$ cat src/rtl/periph_timer_if.sv
// periph_timer_if: memory-window register port between a bus master and periph_timer
//   data_periph_out   master->slave  byte-merged write data
//   data_periph_write master->slave  per-word write strobes
//   data_periph_in    slave->master  flat register readback, word i at [DataWidth*i +: DataWidth]
//   timer_irq         slave->master  registered machine-timer interrupt
interface periph_timer_if #(
  parameter int DataWidth = 32,
  parameter int SizeWords = 8
);
  logic [DataWidth-1:0]           data_periph_out;
  logic [SizeWords-1:0]           data_periph_write;
  logic [SizeWords*DataWidth-1:0] data_periph_in;
  logic                           timer_irq;
  modport master (output data_periph_out, data_periph_write, input data_periph_in, timer_irq);
  modport slave (input data_periph_out, data_periph_write, output data_periph_in, timer_irq);
endinterface

$ cat src/rtl/periph_timer.sv
// periph_timer: memory-mapped 64-bit machine timer with prescaler and compare interrupt
//   clk, rst  system clock and synchronous active-high reset
//   bus       periph_timer_if.slave register window (words: MTIME_LO/HI, MTIMECMP_LO/HI, CTRL, STATUS, reserved)
module periph_timer #(
  parameter int DataWidth     = 32,
  parameter int SizeWords     = 8,
  parameter int PrescaleWidth = 16
) (
  input logic           clk,
  input logic           rst,
  periph_timer_if.slave bus
);
  logic [63:0]                    r_mtime, r_mtimecmp;
  logic [PrescaleWidth-1:0]       r_div, r_cnt;
  logic                           r_en, r_irq;
  logic [31:0]                    w_wd;
  logic [SizeWords-1:0]           w_we;
  logic [63:0]                    w_inc;
  logic                           w_tick, w_mwr, w_unused;
  logic [SizeWords*DataWidth-1:0] w_rd;
  assign w_wd   = bus.data_periph_out[31:0];
  assign w_we   = bus.data_periph_write;
  assign w_tick = r_en && r_cnt == r_div;
  assign w_inc  = r_mtime + 64'd1;
  // Any MTIME write suppresses the tick for both halves, so no carry leaks into the unwritten half.
  assign w_mwr  = w_we[0] | w_we[1];
  // STATUS and reserved strobes are deliberately ignored.
  assign w_unused = ^w_we[SizeWords-1:5];
  always_ff @(posedge clk)
    if (rst) begin
      r_mtime    <= '0;
      r_mtimecmp <= '1;
      r_en       <= 1'b0;
      r_div      <= '0;
      r_cnt      <= '0;
      r_irq      <= 1'b0;
    end else begin
      r_mtime[31:0]  <= w_we[0] ? w_wd : (w_mwr || !w_tick) ? r_mtime[31:0] : w_inc[31:0];
      r_mtime[63:32] <= w_we[1] ? w_wd : (w_mwr || !w_tick) ? r_mtime[63:32] : w_inc[63:32];
      if (w_we[2]) r_mtimecmp[31:0] <= w_wd;
      if (w_we[3]) r_mtimecmp[63:32] <= w_wd;
      if (w_we[4]) begin
        r_en  <= w_wd[0];
        r_div <= w_wd[16 +: PrescaleWidth];
      end
      r_cnt <= (w_we[4] || w_tick) ? '0 : r_en ? r_cnt + 1'b1 : r_cnt;
      r_irq <= r_mtime >= r_mtimecmp;
    end
  always_comb begin
    w_rd                           = '0;
    w_rd[0 +: 32]                  = r_mtime[31:0];
    w_rd[DataWidth +: 32]          = r_mtime[63:32];
    w_rd[2*DataWidth +: 32]        = r_mtimecmp[31:0];
    w_rd[3*DataWidth +: 32]        = r_mtimecmp[63:32];
    w_rd[4*DataWidth +: DataWidth] = DataWidth'({r_div, 15'd0, r_en});
    w_rd[5*DataWidth]              = r_irq;
  end
  assign bus.data_periph_in = w_rd;
  assign bus.timer_irq      = r_irq;
endmodule

$ cat src/flat_wrapper.sv
// flat-port wrapper written by rule: the top's interface ports become plain ports
module periph_timer_flat 
#(
  parameter int DataWidth     = 32,
  parameter int SizeWords     = 8,
  parameter int PrescaleWidth = 16
)
  (clk, rst, bus_data_periph_out, bus_data_periph_write, bus_data_periph_in, bus_timer_irq);
  periph_timer_if #(.DataWidth(DataWidth), .SizeWords(SizeWords)) bus_i ();
  input logic clk;
  input logic rst;
  input wire logic [$bits(bus_i.data_periph_out)-1:0] bus_data_periph_out;
  input wire logic [$bits(bus_i.data_periph_write)-1:0] bus_data_periph_write;
  output wire logic [$bits(bus_i.data_periph_in)-1:0] bus_data_periph_in;
  output wire logic [$bits(bus_i.timer_irq)-1:0] bus_timer_irq;
  assign bus_i.data_periph_out = bus_data_periph_out;
  assign bus_i.data_periph_write = bus_data_periph_write;
  assign bus_data_periph_in = bus_i.data_periph_in;
  assign bus_timer_irq = bus_i.timer_irq;
  periph_timer #(.DataWidth(DataWidth), .SizeWords(SizeWords), .PrescaleWidth(PrescaleWidth)) u_core (.clk(clk), .rst(rst), .bus(bus_i));
endmodule
$ cat config.mk
export PLATFORM = sky130hd
export DESIGN_NAME = periph_timer_flat
export DESIGN_NICKNAME = d
export VERILOG_FILES = /design/src/rtl/periph_timer_if.sv /design/src/rtl/periph_timer.sv /design/src/flat_wrapper.sv
export SDC_FILE = /design/constraint.sdc
export NUM_CORES = 1
export LEC_CHECK = 0
export ABC_AREA = 1
export BUFFER_PORTS_ARGS = -buffer_cell sky130_fd_sc_hd__buf_2
export CORE_MARGIN = 5
export CORE_UTILIZATION = 58
export CTS_CLUSTER_DIAMETER = 80
export CTS_CLUSTER_SIZE = 12
export DETAILED_ROUTE_END_ITERATION = 6
export MAX_ROUTING_LAYER = met4
export PLACE_DENSITY = 0.95
export SYNTH_ARGS = -nofsm -noshare
export SYNTH_HDL_FRONTEND = slang
export SYNTH_SLANG_ARGS = --single-unit
$ cat constraint.sdc
create_clock -name clk -period 5.6 [get_ports clk]
set_clock_uncertainty 0.05 [all_clocks]
set_input_delay 0.56 -clock clk [delete_from_list [all_inputs] [get_ports clk]]
set_output_delay 0.56 -clock clk [all_outputs]
set_load 0.03 [all_outputs]
==> run metrics <==
fraction of final layout cells sized beyond drive strength 1 13.19%; mean routed wirelength per cell 17.41 µm; final count of negative-setup-slack endpoints 0; count of max-cap constraint violations 0; remaining design rule violation count 0; Final Hold Violating Endpoints 0; routability cong. 1.034; status completed; minimum period implied by the final worst setup slack between 3000 and 4000 ps; start of the worst register-to-register path u_core.r_div[14]$_SDFFE_PP0P_; clock tree from TritonCTS built; final non-filler cell area 12550 µm²; portion of the post-synthesis area used by sequential elements 28.54%; count of warnings emitted by yosys 0; PnR Total Power roughly 3200 µW; Seq cells post-synth roughly 160; grt ovf 0; class of the tightest hold or removal check in2reg; startpoint type of the worst setup path register; Final HPWL DP 29400 µm; CP max stage delay 850 ps; IO Pins 299; pwr/cell area 251.8 nW/µm²; cell area after synthesis 11360 µm²; CP cell instances inv_1 -> nand2_1 -> nand2_1 -> nor2_1 -> nand2_1 -> nor2_1 -> nand4_2 -> buf_4 -> nand2_2 -> inv_1 -> nor2_1 -> nor2_1; std cell rows 51; final worst-path cycle share 59.28%; first-pass GRT wire length 58890 µm; slew of the pin with the lowest slew margin 1062 ps; number of detailed-route iterations in the first pass 6; highest achievable clock rate 301.2 MHz; number of I/O port buffers 185; core outline area between 15000 and 20000 µm²; number of nets at the end of the flow 2044; most frequent cells in the layout sky130_fd_sc_hd__nand2_1 (454), sky130_fd_sc_hd__nor2_1 (214), sky130_fd_sc_hd__buf_2 (184), sky130_fd_sc_hd__inv_1 (179), sky130_fd_sc_hd__dfxtp_1 (162); final worst-path setup slack 2280 ps; post-synthesis average cell area ~6.3 µm²; synth-to-layout area growth 10.47%; worst hold path startpoint bus_data_periph_out[1]; count of nets left with antenna violations after detail routing 0; # resized after CTS 0; via total after detailed routing about 12k; Worst Reg-to-Reg Cells 12; worst voltage drop across the vdd grid roughly 0.00019 V; cell area after placement 11950 µm²; hold buffer count at CTS 0; number of global-route vias before repair roughly 11k; global-route usage over all layers 34.25%; later-pin clock latency in the skew report 440 ps; die width ~150 µm; post-DR vias/cell about 5.5; reported leakage power 0.006166 µW; Crit Path Category reg2reg; number of enable-type register cells in the synthesized netlist 0; final max-slew violation count 0; top_reg_cell synth sky130_fd_sc_hd__dfxtp_1; aggregate routed wire length about 39000 µm; pin count of the biggest net entering global routing 85; # clock sinks 162; starting utilization of the core area 58.58%; Worst path most repeated cell sky130_fd_sc_hd__nor2_1; worst-path maximum fanout 34; most common cell after layout, fill and taps aside sky130_fd_sc_hd__nand2_1; sort of element at the end of the critical path register; setup repair after global routing missed its margin no; end-of-flow core utilization about two thirds; Crit path required time 5880 ps; register-to-register path setup slack approximately 2300 ps; root buffer selected by CTS sky130_fd_sc_hd__clkbuf_16; count of H-tree levels built during CTS 4; sink of the worst hold path u_core.r_mtimecmp[1]$_SDFFE_PP1P_; Clock Tree Buf Depth 2; Arr. time, crit path 3600 ps; Gate Count Post-Synth 1793; Max stage delay cell, worst path sky130_fd_sc_hd__nand4_2; Clk pin slew, worst setup/hold paths 70 ps; Async S/R FF share, synth 0%; CTS buffer count 17; pre-CTS setup slack about 2200 ps; Min-Delay Path Depth 3; endpoint of the worst register-to-register path u_core.r_mtime[44]$_SDFFE_PP0P_; worst slew margin relative to its limit 29.01%; detailed router's first-iteration violation count 1174; buffer count from post-CTS setup fixing 0; die footprint 22490 µm²; number of unique standard cell types used by synthesis 38; initial antenna violation count 0; Chip Height about 150 µm; fill count 1790; setup TNS 0 ps
==> kinds of logic after synthesis <==
kind of cell,Yosys count,share of synthesized area [%]
other,1,0.03300
adders and majority gates,66,7.267
buffers and inverters,363,16.12
xor gates and xnor gates,31,2.389
and+or+nand+nor,853,31.37
AOI/OAI and AO/OA,317,14.28
DFF,162,28.54
==> synth_stat cells, types with 9 or more instances <==
library cell               count  area share [%]
sky130_fd_sc_hd__o21ai_0     140             6.2
sky130_fd_sc_hd__nor2_1      214             7.1
sky130_fd_sc_hd__xnor2_1      16             1.2
sky130_fd_sc_hd__nand4_1      18            0.99
sky130_fd_sc_hd__clkbuf_1     41             1.4
sky130_fd_sc_hd__xor2_1       15             1.2
sky130_fd_sc_hd__nor3_1       16            0.70
sky130_fd_sc_hd__inv_1       179             5.9
sky130_fd_sc_hd__buf_1         9            0.30
sky130_fd_sc_hd__ha_1         66             7.3
sky130_fd_sc_hd__nand3_1     118             5.2
sky130_fd_sc_hd__buf_4       117             7.7
sky130_fd_sc_hd__a21oi_1     159             7.0
sky130_fd_sc_hd__dfxtp_1     162              29
sky130_fd_sc_hd__nand2_1     454              15
==> report_power, final <==
group          switching (µW)  internal [µW]  leakage [µW]
Clock                     531            689      0.000291
Sequential               83.6           1220       0.00134
Combinational             481            158       0.00454
==> worst max-delay path, delay by kind of cell (launching register included) <==
kind | cells | cell delay [ps]
and+or+nand+nor | 9 | 1950
DFF | 1 | 420
buffers and inverters | 3 | 780
==> stage by stage <==
step,std cells,hold WS (ps)
global route,2214,347.9
CTS,2214,315.9
finish,2215,334.0
detailed placement,2182,416.4
global placement,2182,412.1
floorplan,1902,402.2
==> final cells by class <==
class	instances	area, µm²	share of cell area (%)
clock inverter	13	150.1	1.196
inverter	187	701.9	5.592
clock buffer	19	452.9	3.608
timing repair buffer	191	973.4	7.754
antenna	1	2.502	0.01993
multi-input combinational	1377	6698	53.35
tap	265	331.6	2.641
sequential	162	3243	25.83
==> registers in the layout (all words and copies together), names as in the netlist <==
signal / flops
u_core.bus.timer_irq: 1
u_core.r_cnt: 16
u_core.r_div: 16
u_core.r_en: 1
u_core.r_mtime: 64
u_core.r_mtimecmp: 64
==> layer usage <==
layer	vias up	global-route usage, %	part of all wire, %
met5	-	-	0
met1	5571	42.70	40
met4	0	15.92	5.1
met2	661	54.61	46
li1	5827	-	-
met3	114	5.360	9.1
==> how the worst max path moves through the flow <==
| stage | startpoint | to | slack, ps |
|---|---|---|---|
| after floorplan | u_core.r_mtime[0]$_SDFFE_PP0P_ | u_core.r_mtime[44]$_SDFFE_PP0P_ | 3580 |
| after global placement | bus_data_periph_write[1] | u_core.r_mtime[44]$_SDFFE_PP0P_ | 2290 |
| after CTS | u_core.r_div[14]$_SDFFE_PP0P_ | u_core.r_mtime[44]$_SDFFE_PP0P_ | 2370 |
| final | u_core.r_div[14]$_SDFFE_PP0P_ | u_core.r_mtime[44]$_SDFFE_PP0P_ | 2280 |
| after global routing | u_core.r_div[14]$_SDFFE_PP0P_ | u_core.r_mtime[44]$_SDFFE_PP0P_ | 2030 |
| after detailed placement | bus_data_periph_write[1] | u_core.r_mtime[44]$_SDFFE_PP0P_ | 2250 |
No activity file was read; power rests on OpenSTA's default activity.
